**src/rtl/core_pkg.sv**
```systemverilog
// Shared types for the core memory-port arbiter.
package core_pkg;

    localparam int unsigned ARB_NUM_M = 2;

    typedef enum logic {
        ARB_M0 = 1'b0,
        ARB_M1 = 1'b1
    } arb_id_t;

    // Round-robin partner of a master id.
    function automatic arb_id_t arb_other(input arb_id_t id);
        return (id == ARB_M0) ? ARB_M1 : ARB_M0;
    endfunction

endpackage

```
**src/rtl/core_bus_arb_idfifo.sv**
```systemverilog
// Outstanding-read id FIFO: remembers which master owns each read in flight.
module core_bus_arb_idfifo
    import core_pkg::*;
#(
    parameter int unsigned DEPTH = 4
) (
    input  logic    clk,
    input  logic    rest,
    input  logic    push,
    input  arb_id_t push_id,
    input  logic    pop,
    output arb_id_t head_id,
    output logic    full,
    output logic    empty
);

    localparam int unsigned PW = $clog2(DEPTH);
    localparam int unsigned CW = PW + 1;

    arb_id_t         mem_q [DEPTH];
    logic [PW-1:0]   wr_ptr_q;
    logic [PW-1:0]   rd_ptr_q;
    logic [CW-1:0]   count_q;
    logic            push_ok;
    logic            pop_ok;

    assign full    = (count_q == CW'(DEPTH));
    assign empty   = (count_q == '0);
    assign push_ok = push & ~full;
    assign pop_ok  = pop & ~empty;
    assign head_id = mem_q[rd_ptr_q];

    // Storage, pointers (wrap naturally, DEPTH is a power of 2) and occupancy.
    always_ff @(posedge clk or negedge rest) begin
        if (!rest) begin
            for (int i = 0; i < int'(DEPTH); i++) begin
                mem_q[i] <= ARB_M0;
            end
            wr_ptr_q <= '0;
            rd_ptr_q <= '0;
            count_q  <= '0;
        end else begin
            if (push_ok) begin
                mem_q[wr_ptr_q] <= push_id;
                wr_ptr_q        <= wr_ptr_q + PW'(1);
            end
            if (pop_ok) begin
                rd_ptr_q <= rd_ptr_q + PW'(1);
            end
            case ({push_ok, pop_ok})
                2'b10:   count_q <= count_q + CW'(1);
                2'b01:   count_q <= count_q - CW'(1);
                default: count_q <= count_q;
            endcase
        end
    end

endmodule

```
**src/rtl/core_bus_arb.sv**
```systemverilog
// Two-master Avalon-MM arbiter with round-robin grant and in-order read routing.
module core_bus_arb
    import core_pkg::*;
#(
    parameter int unsigned AW        = 32,
    parameter int unsigned DW        = 32,
    parameter int unsigned MAX_OUTST = 4
) (
    input  logic            clk,
    input  logic            rest,

    input  logic [AW-1:0]   m0_address,
    input  logic            m0_read,
    input  logic            m0_write,
    input  logic [DW-1:0]   m0_writedata,
    input  logic [DW/8-1:0] m0_byteenable,
    output logic [DW-1:0]   m0_readdata,
    output logic            m0_readdatavalid,
    output logic            m0_waitrequest,

    input  logic [AW-1:0]   m1_address,
    input  logic            m1_read,
    input  logic            m1_write,
    input  logic [DW-1:0]   m1_writedata,
    input  logic [DW/8-1:0] m1_byteenable,
    output logic [DW-1:0]   m1_readdata,
    output logic            m1_readdatavalid,
    output logic            m1_waitrequest,

    output logic [AW-1:0]   s_address,
    output logic            s_read,
    output logic            s_write,
    output logic [DW-1:0]   s_writedata,
    output logic [DW/8-1:0] s_byteenable,
    input  logic [DW-1:0]   s_readdata,
    input  logic            s_readdatavalid,
    input  logic            s_waitrequest,

    output logic            err_unexp_rsp
);

    logic    lock_q,    lock_d;
    arb_id_t lock_id_q, lock_id_d;
    arb_id_t last_q,    last_d;
    logic    err_q,     err_d;

    logic    req0, req1;
    logic    gnt_vld_c;
    arb_id_t gnt_c;
    logic    sel1;
    logic    gnt_rd, gnt_wr;
    logic    accept, stall;
    logic    push, pop;
    logic    fifo_full, fifo_empty;
    arb_id_t head_id;

    assign req0 = m0_read | m0_write;
    assign req1 = m1_read | m1_write;

    // Grant selection: locked master first, else round-robin; nothing while in reset.
    always_comb begin
        gnt_vld_c = 1'b0;
        gnt_c     = ARB_M0;
        if (lock_q) begin
            gnt_vld_c = 1'b1;
            gnt_c     = lock_id_q;
        end else if (req0 && req1) begin
            gnt_vld_c = 1'b1;
            gnt_c     = arb_other(last_q);
        end else if (req0) begin
            gnt_vld_c = 1'b1;
            gnt_c     = ARB_M0;
        end else if (req1) begin
            gnt_vld_c = 1'b1;
            gnt_c     = ARB_M1;
        end
        if (!rest) begin
            gnt_vld_c = 1'b0;
        end
    end

    assign sel1   = (gnt_c == ARB_M1);
    assign gnt_rd = sel1 ? m1_read  : m0_read;
    assign gnt_wr = sel1 ? m1_write : m0_write;

    assign s_address    = sel1 ? m1_address    : m0_address;
    assign s_writedata  = sel1 ? m1_writedata  : m0_writedata;
    assign s_byteenable = sel1 ? m1_byteenable : m0_byteenable;
    assign s_read       = gnt_vld_c & gnt_rd & ~fifo_full;
    assign s_write      = gnt_vld_c & gnt_wr;

    assign accept = (s_read | s_write) & ~s_waitrequest;
    assign stall  = (s_read | s_write) & s_waitrequest;
    assign push   = accept & s_read;
    assign pop    = rest & s_readdatavalid & ~fifo_empty;

    assign m0_waitrequest = ~(gnt_vld_c & ~sel1) | s_waitrequest | (m0_read & fifo_full);
    assign m1_waitrequest = ~(gnt_vld_c &  sel1) | s_waitrequest | (m1_read & fifo_full);

    assign m0_readdata      = s_readdata;
    assign m1_readdata      = s_readdata;
    assign m0_readdatavalid = pop & (head_id == ARB_M0);
    assign m1_readdatavalid = pop & (head_id == ARB_M1);
    assign err_unexp_rsp    = err_q;

    // Next values for lock, round-robin pointer and the sticky error flag.
    always_comb begin
        lock_d    = lock_q;
        lock_id_d = lock_id_q;
        last_d    = last_q;
        err_d     = err_q | (s_readdatavalid & fifo_empty);
        if (accept) begin
            last_d = gnt_c;
            lock_d = 1'b0;
        end else if (stall) begin
            lock_d    = 1'b1;
            lock_id_d = gnt_c;
        end
    end

    // Arbiter state registers.
    always_ff @(posedge clk or negedge rest) begin
        if (!rest) begin
            lock_q    <= 1'b0;
            lock_id_q <= ARB_M0;
            last_q    <= ARB_M1;
            err_q     <= 1'b0;
        end else begin
            lock_q    <= lock_d;
            lock_id_q <= lock_id_d;
            last_q    <= last_d;
            err_q     <= err_d;
        end
    end

    core_bus_arb_idfifo #(
        .DEPTH (MAX_OUTST)
    ) u_idfifo (
        .clk     (clk),
        .rest    (rest),
        .push    (push),
        .push_id (gnt_c),
        .pop     (pop),
        .head_id (head_id),
        .full    (fifo_full),
        .empty   (fifo_empty)
    );

endmodule
```
**config.mk**
```make
export PLATFORM = sky130hd
export DESIGN_NAME = core_bus_arb
export DESIGN_NICKNAME = d
export VERILOG_FILES = /design/src/rtl/core_pkg.sv /design/src/rtl/core_bus_arb_idfifo.sv /design/src/rtl/core_bus_arb.sv
export SDC_FILE = /design/constraint.sdc
export NUM_CORES = 1
export LEC_CHECK = 0
export BUFFER_PORTS_ARGS = -buffer_cell sky130_fd_sc_hd__buf_2
export CAP_MARGIN = 15
export CORE_AREA = 2 2 123 125
export DETAILED_ROUTE_END_ITERATION = 12
export DIE_AREA = 0 0 125 127
export GPL_TIMING_DRIVEN = 0
export PLACE_DENSITY_LB_ADDON = 0.12
export SYNTH_ARGS = -nofsm -noshare
export SYNTH_HDL_FRONTEND = slang
export SYNTH_SLANG_ARGS = --single-unit
export TNS_END_PERCENT = 10
```
**constraint.sdc**
```tcl
create_clock -name clk -period 5.3 [get_ports clk]
set_input_delay 0.53 -clock clk [delete_from_list [all_inputs] [get_ports clk]]
set_output_delay 0.53 -clock clk [all_outputs]
set_load 0.02 [all_outputs]
```
==> flow_metrics.tcl, run 1 <==
set metrics [dict create \
    num_vias 2616 \
    max_slew_margin_pct 66.9 \
    p_sw_uw 851 \
    p_leak_nw 2.19 \
    synth.top_cells.by_count "68 x buf_4, 68 x mux2_2, 14 x dfrtp_1" \
    status "completed" \
    die_h_um 127 \
    syn_to_final_growth_pct 77.0 \
    ant_nets 0 \
    first_pass_iters 4 \
    critPathArrivalTime_ns 2.23 \
    nFillCells 1618 \
    cts_resized 0 \
    worstSetupPathType "flip-flop to primary output" \
    synth_xor_area_share_pct 2.35 \
    cap_violations 0 \
    routabilityCongestion 0.788 \
    grt_pass1_vias 2646 \
    synth_top_area_cell "mux2_2" \
    power.internal_uw 887 \
    core-area_mm2 0.0144 \
    synth_async_sr_flop_share_pct 100 \
    ys_types 36 \
    p_per_area_mw_per_mm2 440 \
    final_nets 696 \
    dieArea_mm2 0.0159 \
    grt_max_degree 20 \
    cts_sinks 15 \
    drt-initial-drc-count 62 \
    yosysSeqAreaShare_pct 16.9 \
    pin_count 315 \
    synth_edf_count 0 \
    cp-end-kind "primary output" \
    multiInputGateArea_mm2 0.00129 \
    start_util_pct 15.5 \
    syn_inst 227 \
    root_buffer "clkbuf_16" \
    cp.required_ns 4.77 \
    ys_seq_elements 15 \
    min_period_ns 2.76 \
    h-tree-depth 1 \
    cts_hold_buf 0 \
    finalSetupViolations 0 \
    rsz0062_at_grt "false" \
    final_max_slew_viol_count 0 \
    synthTopCellsByArea "mux2_2 34%, buf_4 23%, dfrtp_1 16%" \
    synth-compound-area-share_pct 5.55 \
    grt-ovfl-total 0 \
    tritoncts "done" \
    max_clock_freq_ghz 0.362 \
    clkPwrFrac_pct 8.5 \
    clock_skew_ns 0.00100 \
    yosys_warnings 0 \
    critPathLaunchType "flip-flop" \
    clk_path_buf_depth 2 \
    syn_avg_cell_area_um2 9.84 \
    antenna_found_initial 0 \
    drc 0 \
    wl_per_cell_um 15.2 \
    comb_power_share_pct 78.7 \
    synth_top_family_by_area "multiplexers" \
    synth_mux_area_share_pct 39.4 \
    final-seq-area_um2 377 \
    hold_path.class "input port to asynchronous set/reset pin" \
    ir_worst_vdd_uv 133 \
    synthFlopType "dfrtp_1" \
    io_buffer_count 282 \
    tns_ns 0 \
    hold_viol 0 \
    fp.dieW_um 125 \
    rows 44 \
    seqPwrFrac_pct 12.8 \
    synth-adder-area-share_pct 3.70 \
    path_clk_slew_ns 0.05 \
    drt-total-wl_um 10600 \
    synthSimpleGateAreaFrac_pct 6.61 \
    worst_hold_slack_ns 0.213 \
    final_util_pct 27.4 \
    grt_util_all_layers_pct 12.0 \
    netSwitchingFraction_pct 49.0 \
    syn-num-nets 409 \
    synth_area_mm2 0.00223 \
    via_per_inst 3.75 \
    tightest_slew_ns 0.494 \
    cts_buffers 3 \
    finalCritPeriodShare_pct 52.1 \
    drive_above_1_share_pct 85.4 \
    antenna_cells 0 \
    synth_top_area_share_pct 34.3 \
    cp_max_fo 10 \
    clock_latency_ns 0.24 \
    grt_pass1_wl_um 15100 \
    post_cts_buffers 0 \
    dp_hpwl_um 9680 \
]
[power groups by stage]
stage	combinational [mW]	sequential, mW	clock (mW)
6_report	1.37	0.223	0.148
2_1_floorplan	0.966	0.214	0
3_3_place_gp	1.39	0.225	0
5_1_grt	1.48	0.232	0.158
4_1_cts	1.40	0.224	0.153
3_5_place_dp	1.40	0.225	0
[layer usage]
metal	GRT usage, %	share of wire [%]
met1	14.1	38
met5	0	0
met4	0.392	0.11
met2	23.1	55
met3	2.97	7.6
[sequential cells by signal, indices dropped and copies added (netlist names)]
name,count
err_unexp_rsp,1
last_q,1
u_idfifo.count_q,3
u_idfifo.wr_ptr_q,2
u_idfifo.rd_ptr_q,2
lock_id_q,1
u_idfifo.mem_q,4
lock_q,1
[per-stage QoR]
stage                     instances  setup WS [ns]  power (mW)  instance area [um2]
final                           697           2.54        1.74                 3950
after global routing            697           2.35        1.87                 3950
after CTS                       697           2.45        1.78                 3950
after detailed placement        693           2.49        1.62                 3870
after global placement          693           2.51        1.62                 3870
after floorplan                 227           3.14        1.18                 2230
[area by class of cell]
type	count	share of cell area (%)
flip-flops and latches	15	9.53
inverters	9	0.854
repair buffers	282	35.7
clock buffers	4	1.99
well taps	184	5.82
multi-input cells	130	32.6
plain buffers	73	13.5
[critical path, stage by stage (launching register included)]
cell,delay [ns]
dfrtp_1,0.35
buf_4,0.17
nor2_1,0.10
nand2_1,0.05
nand2_1,0.15
buf_2,0.31
buf_2,0.32
mux2_2,0.37
buf_2,0.16
[path summary, 6_finish.rpt]
kind	startpoint	depth (start not counted)	endpoint	slack, ns
max in group asynchronous	rest	1	last_q	4.76
min reg2reg	err_unexp_rsp	1	err_unexp_rsp	0.47
max	lock_q	8	s_byteenable[2]	2.54
min in group clk	err_unexp_rsp	1	err_unexp_rsp	0.47
max reg2reg	lock_q	10	u_idfifo.count_q[2]	3.03
min	rest	1	err_unexp_rsp	0.21
[cells in the final DEF (no fill, tap or decap), types with 2 or more instances in the layout]
master / n
nor2_1: 6
buf_2: 287
inv_1: 9
and3_1: 2
dfrtp_1: 14
xnor2_1: 4
nand2b_1: 3
mux2_2: 68
a21oi_1: 3
nor3b_2: 2
mux2_1: 2
buf_4: 68
ha_1: 5
mux2_4: 4
clkbuf_16: 3
xor2_1: 2
nand2_1: 10
[kinds of logic after synthesis]
kind of cell               Yosys count
buffers and inverters               82
muxes                               76
and+or+nand+nor                     28
DFF                                 15
AOI/OAI and AO/OA                   14
xor gates and xnor gates             6
adders and majority gates            6
(Power assumes the default switching activity.)
==> run 2: changes to the inputs <==
CORE_AREA = 2 2 121 123   (was 2 2 123 125)
DIE_AREA = 0 0 123 125   (was 0 0 125 127)
clock period = 2.8 ns   (was 5.3 ns; I/O delays follow)
==> run 2 against run 1 <==
  * Sequential power rose by 87%
  * Final cell count up 0.14%
  * Sequential share of layout area barely moved
  * First-iteration DRC count fell by 3.2%
  * Global-route usage up 0.73 points
  * Die area is 3.1% lower
  * Non-clock buffer count up 1
  * Critical path depth unchanged
  * Clock-buffer cell count fell by 1
  * Core utilization rose by 0.52 points
  * Worst setup slack worse by 2.2 ns
  * Critical endpoint is now s_byteenable[1]
==> flow_metrics.tcl, run 2 (synthesis gave the netlist of run 1 again) <==
set metrics [dict create \
    multiInputGateArea_mm2 0.00129 \
    power.internal_mw 1.68 \
    p_sw_mw 1.61 \
    tightest_slew_ns 0.450 \
    fp.dieW_um 123 \
    place_inst 693 \
    drive_above_1_share_pct 85.4 \
    finalCritPeriodShare_pct 87.6 \
    cts_buffers 3 \
    root_buffer "clkbuf_16" \
    critPathArrivalTime_ns 2.17 \
    clock_skew_ns 0.000664 \
    drt-total-wl_um 10400 \
    top_register "u_idfifo.mem_q" \
    clock_latency_ns 0.24 \
    pre_cts_slack_ns 0.441 \
    final-seq-area_um2 377 \
    routabilityCongestion 0.819 \
    r2r_cells 10 \
    grt_max_degree 20 \
    mostFrequentLayoutCell "buf_2" \
    final_cells 698 \
    worstSetupPathType "flip-flop to primary output" \
    dieArea_mm2 0.0154 \
    cp_max_fo 10 \
    final_max_slew_viol_count 0 \
    hold_viol 0 \
    ant_nets 0 \
    min_from "s_readdatavalid" \
    tritoncts "done" \
    core-area_mm2 0.0142 \
    finalSetupViolations 0 \
    cp.required_ns 2.52 \
    holdPathEnd "err_unexp_rsp" \
    h-tree-depth 1 \
    path_clk_slew_ns 0.05 \
    min_period_ns 2.45 \
    die_h_um 125 \
    cap_violations 0 \
    r2r_slack_ns 0.55 \
    first_pass_iters 4 \
    tns_ns 0 \
    dp_hpwl_um 9560 \
    final_nets 697 \
    place_area_mm2 0.00387 \
    via_per_inst 3.77 \
    largest_reg_flops 4 \
    hold_path.class "input port to flip-flop" \
    rsz0062_at_grt "false" \
    grt-ovfl-total 0 \
    layout_common_cells "286 x buf_2, 68 x buf_4, 68 x mux2_2" \
    setup_ws_ns 0.347 \
    io_buffer_count 282 \
    final_util_pct 27.9 \
    rows 44 \
    syn_to_final_growth_pct 77.6 \
    post_cts_buffers 0 \
    grt_util_all_layers_pct 12.7 \
    status "completed" \
    clk_path_buf_depth 2 \
    comb_power_share_pct 78.8 \
    cts_sinks 15 \
    ir_worst_vdd_uv 345 \
    p_leak_nw 2.20 \
    p_per_area_mw_per_mm2 828 \
    drc 0 \
    final_cell_area_mm2 0.00397 \
    antenna_cells 0 \
    reg_top3 "u_idfifo.mem_q (4), u_idfifo.count_q (3)" \
    max_clock_freq_ghz 0.408 \
    max_slew_margin_pct 69.9 \
    pin_count 315 \
    grt_pass1_wl_um 14600 \
    clkPwrFrac_pct 8.5 \
    reg2reg_from "lock_q" \
    drt-initial-drc-count 60 \
    cp-end-kind "primary output" \
    start_util_pct 15.7 \
    antenna_found_initial 0 \
    grt_pass1_vias 2580 \
    r2r-end "u_idfifo.count_q[2]" \
    critPathLaunchType "flip-flop" \
    seqPwrFrac_pct 12.7 \
    wl_per_cell_um 15.0 \
    holdPathStages 3 \
    num_vias 2629 \
    netSwitchingFraction_pct 48.9 \
    nFillCells 1565 \
]
run 2: cell types whose count changed in the layout (fill, tap and decap cells not counted):
cell	before	now
buf_2	287	286
clkbuf_1	1	0
clkbuf_4	0	1
clkinv_2	0	1
dlygate4sd3_1	0	1
run 2: power by group through the flow:
stage / clock (mW) / combinational, mW / sequential [mW]
finish: 0.280 / 2.59 / 0.418
global route: 0.303 / 2.79 / 0.438
CTS: 0.288 / 2.65 / 0.420
detailed placement: 0 / 2.64 / 0.423
global placement: 0 / 2.63 / 0.423
floorplan: 0 / 1.83 / 0.405
run 2: what timing repair did:
item / 4_1_cts / 5_1_grt
hold buffers: 1 / 0
setup endpoints to repair: 0 / 1
gates resized for setup: 0 / 1
hold endpoints to repair: 14 / 0
run 2: worst max-delay path by stage:
stage | startpoint | end | slack [ns] | cells past startpoint
after floorplan | lock_q | u_idfifo.count_q[2] | 0.68 | 10
after global placement | rest | u_idfifo.count_q[2] | 0.43 | 10
after detailed placement | rest | u_idfifo.count_q[2] | 0.44 | 10
after CTS | rest | u_idfifo.count_q[2] | 0.15 | 11
after global routing | lock_q | s_byteenable[1] | 0.13 | 8
final | lock_q | s_byteenable[1] | 0.35 | 8
run 2: final cells by class:
type | count | share of cell area [%]
Tap cell | 184 | 5.80
Multi-Input combinational cell | 130 | 32.5
Timing Repair Buffer | 283 | 35.9
Clock inverter | 1 | 0.126
Sequential cell | 15 | 9.49
Buffer | 73 | 13.5
Inverter | 9 | 0.851
Clock buffer | 3 | 1.89
run 2: stage by stage:
step                      hold slack (ns)  total power, mW
after floorplan                   -0.0156             2.23
after global placement              0.242             3.05
after detailed placement            0.244             3.06
after CTS                           0.293             3.36
after global routing                0.300             3.53
final                               0.289             3.28
run 2: critical path: stages, from the launching register on:
cell and delay [ns]:
dfrtp_1 0.35, buf_4 0.16, nor2_1 0.11, nand2_1 0.06, nand2_1 0.16, buf_2 0.29
buf_2 0.28, mux2_2 0.35, buf_2 0.16
run 2: layer usage:
metal  share of wire (%)  global-route usage (%)  vias to the layer above
met1                  35                    13.3                     1191
met3                 7.4                    2.55                        8
met2                  55                    24.9                      142
li1                    -                       -                     1288
met4                 2.6                    3.68                        0
met5                   0                       0                        -
==> run 3: changes to the inputs <==
CORE_AREA = 2 2 123 125   (was 2 2 121 123)
CTS_BUF_LIST = sky130_fd_sc_hd__clkbuf_4 sky130_fd_sc_hd__clkbuf_8   (was not set)
DIE_AREA = 0 0 125 127   (was 0 0 123 125)
==> run 3 against run 2 <==
  * Core utilization decreased by 0.64 points
  * Critical endpoint is now s_byteenable[2]
  * Clock power decreased by 34%
  * First-iteration DRC count increased by 15%
  * Die area increased by 3.3%
  * Via count decreased by 0.57%
  * Wire length increased by 1.3%
  * Largest cell class unchanged
  * Worst setup slack got worse by 0.065 ns
  * Global-route usage decreased by 0.74 points
  * Worst hold slack got worse by 0.0065 ns
  * Non-clock buffer count unchanged
==> flow_metrics.tcl, run 3 (synthesis gave the netlist of run 1 again) <==
set metrics [dict create \
    grt_max_degree 20 \
    h-tree-depth 1 \
    status "completed" \
    r2r-end "u_idfifo.count_q[2]" \
    grt_pass1_wl_um 15100 \
    tns_ns 0 \
    max_slew_margin_pct 67.1 \
    finalCritPeriodShare_pct 90.0 \
    max_clock_freq_ghz 0.397 \
    clock_latency_ns 0.25 \
    dp_hpwl_um 9680 \
    cp.required_ns 2.52 \
    top_register "u_idfifo.mem_q" \
    hold_path.class "input port to flip-flop" \
    worstSetupPathType "flip-flop to primary output" \
    fp.dieW_um 125 \
    drt-initial-drc-count 69 \
    cp-end-kind "primary output" \
    critPathLaunchType "flip-flop" \
    reg_top3 "u_idfifo.mem_q (4), u_idfifo.count_q (3)" \
    tritoncts "done" \
    syn_to_final_growth_pct 76.2 \
    hold_viol 0 \
    cp_max_fo 10 \
    final_max_slew_viol_count 0 \
    r2r_slack_ns 0.52 \
    num_vias 2614 \
    via_per_inst 3.74 \
    grt-ovfl-total 0 \
    dieArea_mm2 0.0159 \
    critPathCapture "s_byteenable[2]" \
    wl_per_cell_um 15.2 \
    largest_reg_flops 4 \
    cap_violations 0 \
    ant_nets 0 \
    finalSetupViolations 0 \
    antenna_cells 0 \
    routabilityCongestion 0.788 \
    mostFrequentLayoutCell "buf_2" \
    p_per_area_mw_per_mm2 813 \
    drive_above_1_share_pct 85.4 \
    ir_worst_vdd_uv 252 \
    multiInputGateArea_mm2 0.00129 \
    layout_common_cells "286 x buf_2, 68 x buf_4, 68 x mux2_2" \
    pin_count 315 \
    min_period_ns 2.52 \
    die_h_um 127 \
    power.total_mw 3.20 \
    final-seq-area_um2 377 \
    core-area_mm2 0.0144 \
    path_clk_slew_ns 0.06 \
    p_leak_nw 2.18 \
    cp-startpoint "lock_q" \
    antenna_found_initial 0 \
    root_buffer "clkbuf_8" \
    critPathArrivalTime_ns 2.24 \
    rows 44 \
    cts_sinks 15 \
    first_pass_iters 3 \
    final_nets 697 \
    drt-total-wl_um 10600 \
    nFillCells 1615 \
    cts_buffers 3 \
    r2r_cells 10 \
    reg2reg_from "lock_q" \
    grt_util_all_layers_pct 12.0 \
    rsz0062_at_grt "false" \
    drc 0 \
    grt_pass1_vias 2661 \
    start_util_pct 15.5 \
    tightest_slew_ns 0.492 \
    clk_path_buf_depth 2 \
    clock_skew_ns 0.00440 \
    io_buffer_count 282 \
]
## run 3: power by group
group | internal, mW | total (mW) | switching [mW] | leakage [nW]
combinational | 1.16 | 2.59 | 1.43 | 1.98
sequential | 0.331 | 0.422 | 0.0912 | 0.177
clock | 0.110 | 0.186 | 0.0755 | 0.0262
total | 1.60 | 3.20 | 1.60 | 2.18
## run 3: worst min path at each step
stage / from / to / slack (ns) / cells after the start
6_report: s_readdatavalid / err_unexp_rsp / 0.28 / 3
5_1_grt: s_readdatavalid / err_unexp_rsp / 0.29 / 3
4_1_cts: s_readdatavalid / err_unexp_rsp / 0.27 / 3
3_5_place_dp: rest / err_unexp_rsp / 0.25 / 1
3_3_place_gp: rest / u_idfifo.rd_ptr_q[0] / 0.24 / 1
2_1_floorplan: rest / err_unexp_rsp / -0.02 / 0
## run 3: worst max-delay path: stages, from the launching register on
cell and delay (ns):
dfrtp_1 0.36, buf_4 0.17, nor2_1 0.10, nand2_1 0.05
nand2_1 0.15, buf_2 0.31, buf_2 0.32, mux2_2 0.37
buf_2 0.16
## run 3: stage by stage
stage	hold slack, ns	utilization, %	setup WS (ns)	std cells	area [um2]
floorplan	-0.0156	-	0.680	227	2230
global placement	0.239	26.9	0.462	693	3870
detailed placement	0.246	26.9	0.418	693	3870
CTS	0.271	27.3	0.143	698	3930
global route	0.286	27.3	0.0503	698	3940
finish	0.283	27.3	0.281	698	3940
## run 3: timing repair
action,4_1_cts,5_1_grt
hold endpoints to repair,14,0
setup endpoints to repair,0,2
resized for setup,0,1
hold buffers,1,0
setup buffers,0,0
## run 3: metal layers
metal | GRT usage (%) | routed length, um
met2 | 23.1 | 5790
met5 | 0 | 0
met4 | 0.392 | 0
met1 | 14.2 | 4010
met3 | 2.89 | 772
## run 3: area by class of cell
cell class / count / share of cell area, %
plain buffers: 73 / 13.6
flip-flops and latches: 15 / 9.57
inverters: 9 / 0.858
repair buffers: 283 / 36.2
well taps: 184 / 5.85
clock buffers: 4 / 1.24
multi-input cells: 130 / 32.7
